==> src/rtl/dccm_port_arbiter.sv <==
// Arbitrates the DCCM read and write ports between the LSU and a DMA/debug requester.
// The LSU has priority and the DMA is starvation-protected. Read returns are routed back to whoever issued the read.
module dccm_port_arbiter #(
  parameter int XLEN       = 32,
  parameter int RD_LAT     = 1,
  parameter int MAX_STARVE = 4
) (
  input  logic            clk,
  input  logic            rst,
  input  logic [XLEN-1:0] lsu_raddr,
  input  logic            lsu_rvalid_in,
  output logic [XLEN-1:0] lsu_rdata,
  output logic            lsu_rvalid_out,
  input  logic [XLEN-1:0] lsu_waddr,
  input  logic            lsu_wen,
  input  logic [XLEN-1:0] lsu_wdata,
  output logic            lsu_stall,
  input  logic            dma_req,
  input  logic            dma_we,
  input  logic [XLEN-1:0] dma_addr,
  input  logic [XLEN-1:0] dma_wdata,
  output logic            dma_gnt,
  output logic [XLEN-1:0] dma_rdata,
  output logic            dma_rvalid,
  output logic [XLEN-1:0] dccm_raddr,
  output logic            dccm_rvalid_in,
  input  logic [XLEN-1:0] dccm_rdata,
  input  logic            dccm_rvalid_out,
  output logic [XLEN-1:0] dccm_waddr,
  output logic            dccm_wen,
  output logic [XLEN-1:0] dccm_wdata,
  output logic            rd_err
);

  localparam int SW = $clog2(MAX_STARVE + 1);
  localparam logic [SW-1:0] STARVE_MAX = SW'(MAX_STARVE);

  logic [SW-1:0]     starve_q, starve_d;
  logic [RD_LAT-1:0] vld_q, vld_d;
  logic [RD_LAT-1:0] own_q, own_d;
  logic              rd_err_q, rd_err_d;

  logic conflict, dma_wins, dma_rd_win, dma_wr_win;
  logic ent_vld, ent_own;

  always_comb begin
    conflict   = dma_req && (dma_we ? lsu_wen : lsu_rvalid_in);
    dma_wins   = !rst && dma_req && (!conflict || starve_q == STARVE_MAX);
    dma_rd_win = dma_wins && !dma_we;
    dma_wr_win = dma_wins && dma_we;

    dma_gnt   = dma_wins;
    lsu_stall = dma_wins && conflict;

    // Each port is muxed on its own, so a DMA write never blocks an LSU read and vice versa.
    dccm_raddr     = dma_rd_win ? dma_addr : lsu_raddr;
    dccm_rvalid_in = !rst && (dma_rd_win || lsu_rvalid_in);
    dccm_waddr     = dma_wr_win ? dma_addr  : lsu_waddr;
    dccm_wdata     = dma_wr_win ? dma_wdata : lsu_wdata;
    dccm_wen       = !rst && (dma_wr_win || lsu_wen);

    starve_d = starve_q;
    if (!dma_req || dma_wins)
      starve_d = '0;
    else if (conflict && starve_q != STARVE_MAX)
      starve_d = starve_q + 1'b1;

    vld_d[0] = dccm_rvalid_in;
    own_d[0] = dma_rd_win;
    for (int i = 1; i < RD_LAT; i++) begin
      vld_d[i] = vld_q[i-1];
      own_d[i] = own_q[i-1];
    end

    ent_vld = vld_q[RD_LAT-1];
    ent_own = own_q[RD_LAT-1];

    // A return with no tracked read is dropped and flagged; a tracked read without a return is ignored.
    lsu_rvalid_out = !rst && dccm_rvalid_out && ent_vld && !ent_own;
    dma_rvalid     = !rst && dccm_rvalid_out && ent_vld && ent_own;
    lsu_rdata      = dccm_rdata;
    dma_rdata      = dccm_rdata;

    rd_err_d = rd_err_q || (dccm_rvalid_out && !ent_vld);
    rd_err   = rd_err_q;
  end

  always_ff @(posedge clk or posedge rst) begin
    if (rst) begin
      starve_q <= '0;
      vld_q    <= '0;
      own_q    <= '0;
      rd_err_q <= 1'b0;
    end else begin
      starve_q <= starve_d;
      vld_q    <= vld_d;
      own_q    <= own_d;
      rd_err_q <= rd_err_d;
    end
  end

endmodule
==> config.mk <==
export PLATFORM = sky130hd
export DESIGN_NAME = dccm_port_arbiter
export DESIGN_NICKNAME = d
export VERILOG_FILES = /design/src/rtl/dccm_port_arbiter.sv
export SDC_FILE = /design/constraint.sdc
export NUM_CORES = 1
export LEC_CHECK = 0
export CORE_AREA = 2 2 142 144
export CTS_CLUSTER_SIZE = 12
export DETAILED_ROUTE_END_ITERATION = 6
export DIE_AREA = 0 0 144 146
export PLACE_DENSITY_LB_ADDON = 0.15
export SLEW_MARGIN = 20
export SYNTH_ARGS = -nofsm -noshare
export SYNTH_HDL_FRONTEND = slang
export SYNTH_SLANG_ARGS = --single-unit
==> constraint.sdc <==
create_clock -name clk -period 5.89 [get_ports clk]
set_input_delay 1.178 -clock clk [delete_from_list [all_inputs] [get_ports clk]]
set_output_delay 1.178 -clock clk [all_outputs]
set_load 0.005 [all_outputs]
==> out/results.ini <==
[grt]
grt_usage=0.0915
grt_pass1_vias=2470
antenna_found_initial=0
grt_start_max_net_pins=35
grt_overflow_total=0
grt_pass1_wl_mm=14.7

[yosys]
ys_seq_area_frac=0.0737
yosysTopAreaCell=mux2_2
ys.flop_type=dfrtp_1
synth_area_um2=2040
avgSynthCellArea_um2=9.65
async_flop_share=1.00
ys_warn_count=0
synth_nets=412
synth_cell_types=27
synth.area.top_cells=mux2_2 49%, buf_4 24%, dfrtp_1 7.4%
synth_edf_count=0
ys_seq_elements=6
syn-instance-count=211
synth_top_area_share=0.486

[timing]
fin_worst_skew_ns=0.00158
finalSetupTns_ns=0
max_slew_margin=0.670
worst_slack_ns=1.00
finalMaxSlewViolations=0
finalSetupViolations=0
worstMarginPinSlew_ns=0.494
fin_crit_sh=0.829
rsz0062_at_grt=false
hold_viol=0
period_minus_slack_ns=4.89
max_freq_mhz=205

[cells_and_area]
areaGrowthSynthToFinish_pct=127
utilization=0.239
nets=613
final-instance-count-excl-fill=675
design_area_um2=4620
antenna_cells=0
drive_above_1_share=0.239

[floorplanning]
initial_utilization=0.105
core_um2=19300
ios=366
die_w_um=144
die_area_um2=21000
die_h_um=146
num_rows=51

[setup_path]
path_cells=clkdlybuf4s50_1, mux2_4, a311oi_4, buf_12, mux2_2, clkdlybuf4s50_1
critPathCaptureType=primary output
path_delay_family=buffers and inverters
regToRegStartpoint=starve_q[0]
cp.required_ns=4.71
rr_worst_depth=5
slowest_delay_ns=0.73
start_kind=input pin
r2r-end=ent_own
r2r_setup_slack_ns=4.41
critical_path.max_fanout=33
cpMostUsedCell=clkdlybuf4s50_1
path_buf_inv=3
critPathKind=in -> out
arrival_ns=3.71
slowest_stage=clkdlybuf4s50_1

[clock_network]
clock-sinks=6
cts_root_buffer=clkbuf_16
cts_tree=yes
clock_latency_ns=0.23
postCtsHoldBufs=0
clk_pin_slew_ns=0.03
clockBufferDepth=2
cts_setup_buffers=0
cts_made_buffers=3
post_cts_resized=0
htree_num_levels=1

[min_path]
min_to=rd_err
hold_class=reg -> reg
whs_path_depth=1
hp-start=rd_err

[drt]
drt_iter0_markers=40
route.detailed.drc=0
vias_per_cell=3.43
routedWlPerCell_um=15.8
postRouteAntennaNets=0
drt-total-wl_mm=10.6
via_count=2317
first_pass_iters=3

[placement]
dpl_worst_slack_ns=0.981
port_buffers=269
dp.cells=672
gp_congestion=0.711
post_dp_cell_area_um2=4540
hpwlAfterDp_mm=9.21

[power]
leakage_nw=1.66
power.density_nw_per_um2=96.1
vdd_drop_max_mv=0.0602

[status]
status=complete, no violations

[job]
drv_cap=0

[worst register-to-register path: cells and delay by family, from the launching register on]
family	cells	cell delay, ns
buf+inv	2	0.32
compound gates	1	0.35
flops	1	0.40
simple gates	1	0.13
fa+ha+maj	1	0.17
[cell usage in the layout, fill, tap and decap left out]
master	synthesis	layout
clkdlybuf4s50_1	0	269
mux2_2	88	88
mux2_1	8	8
inv_1	6	6
dfrtp_1	6	6
o2111ai_1	3	3
o21ai_0	3	3
clkbuf_16	0	3
nand2_1	2	2
a21oi_1	2	2
nor2_1	2	2
ha_1	2	2
buf_4	64	2
mux2_4	1	1
nand3_1	1	1
mux2i_2	1	1
and2_1	1	1
o2111ai_4	0	1
nand2b_1	1	1
a311oi_4	1	1
a31oi_1	1	1
and3_1	1	1
nor3_1	1	1
nor3b_1	1	1
a21o_1	1	1
xnor2_1	1	1
buf_12	0	1
[area by class of cell]
| type | count | area (um^2) |
|---|---|---|
| well taps | 265 | 332 |
| flip-flops and latches | 6 | 150 |
| repair buffers | 272 | 2730 |
| clock buffers | 3 | 75.1 |
| fillers | 2089 | 14700 |
| inverters | 6 | 22.5 |
| multi-input cells | 123 | 1310 |
[power by group]
part           leakage [nW]  internal (mW)  total, mW  switching (mW)
combinational          1.54          0.214      0.291          0.0775
sequential           0.0756         0.0433     0.0449         0.00156
clock                0.0370         0.0869      0.108          0.0207
[synth_stat cells (2+ instances only)]
master / number
o2111ai_1: 3
buf_2: 6
a21oi_1: 2
nand2_1: 2
dfrtp_1: 6
o21ai_0: 3
mux2_1: 8
buf_6: 4
nor2_1: 2
mux2_2: 88
inv_1: 6
buf_4: 64
clkbuf_1: 2
ha_1: 2
[cells by family after synthesis]
group / synth area share
fa+ha+maj: 0.0123
xor+xnor: 0.00430
mux: 0.545
simple gates: 0.0252
buf+inv: 0.287
compound gates: 0.0522
flops: 0.0737
[flip-flops by register name (all words and copies together), names as in the netlist]
register	cells
starve_q	3
ent_own	1
ent_vld	1
rd_err	1
[stage by stage]
stage                     hold slack, ns  total power [mW]
final                              0.454             0.444
after floorplan                    0.451             0.156
after global placement             0.449             0.342
after global routing               0.477             0.471
after CTS                          0.458             0.452
after detailed placement           0.446             0.339
[worst max-delay path by stage]
| stage | start | endpoint | slack, ns | cells past startpoint |
|---|---|---|---|---|
| detailed placement | dma_we | dccm_raddr[31] | 0.98 | 6 |
| floorplan | dma_we | dccm_raddr[12] | 2.16 | 5 |
| CTS | dma_we | dccm_raddr[31] | 0.97 | 6 |
| global placement | dma_we | dccm_raddr[31] | 1.0 | 6 |
| global route | dma_we | dccm_raddr[31] | 0.94 | 6 |
| finish | dma_we | dccm_raddr[31] | 1.00 | 6 |
[layer usage]
layer	part of all wire	GRT usage	vias up
met4	0.022	0.0255	0
met2	0.52	0.181	159
met3	0.11	0.0234	31
met1	0.35	0.0918	1044
met5	0	0	-
li1	-	-	1083
Power figures use the tool's default switching activity.
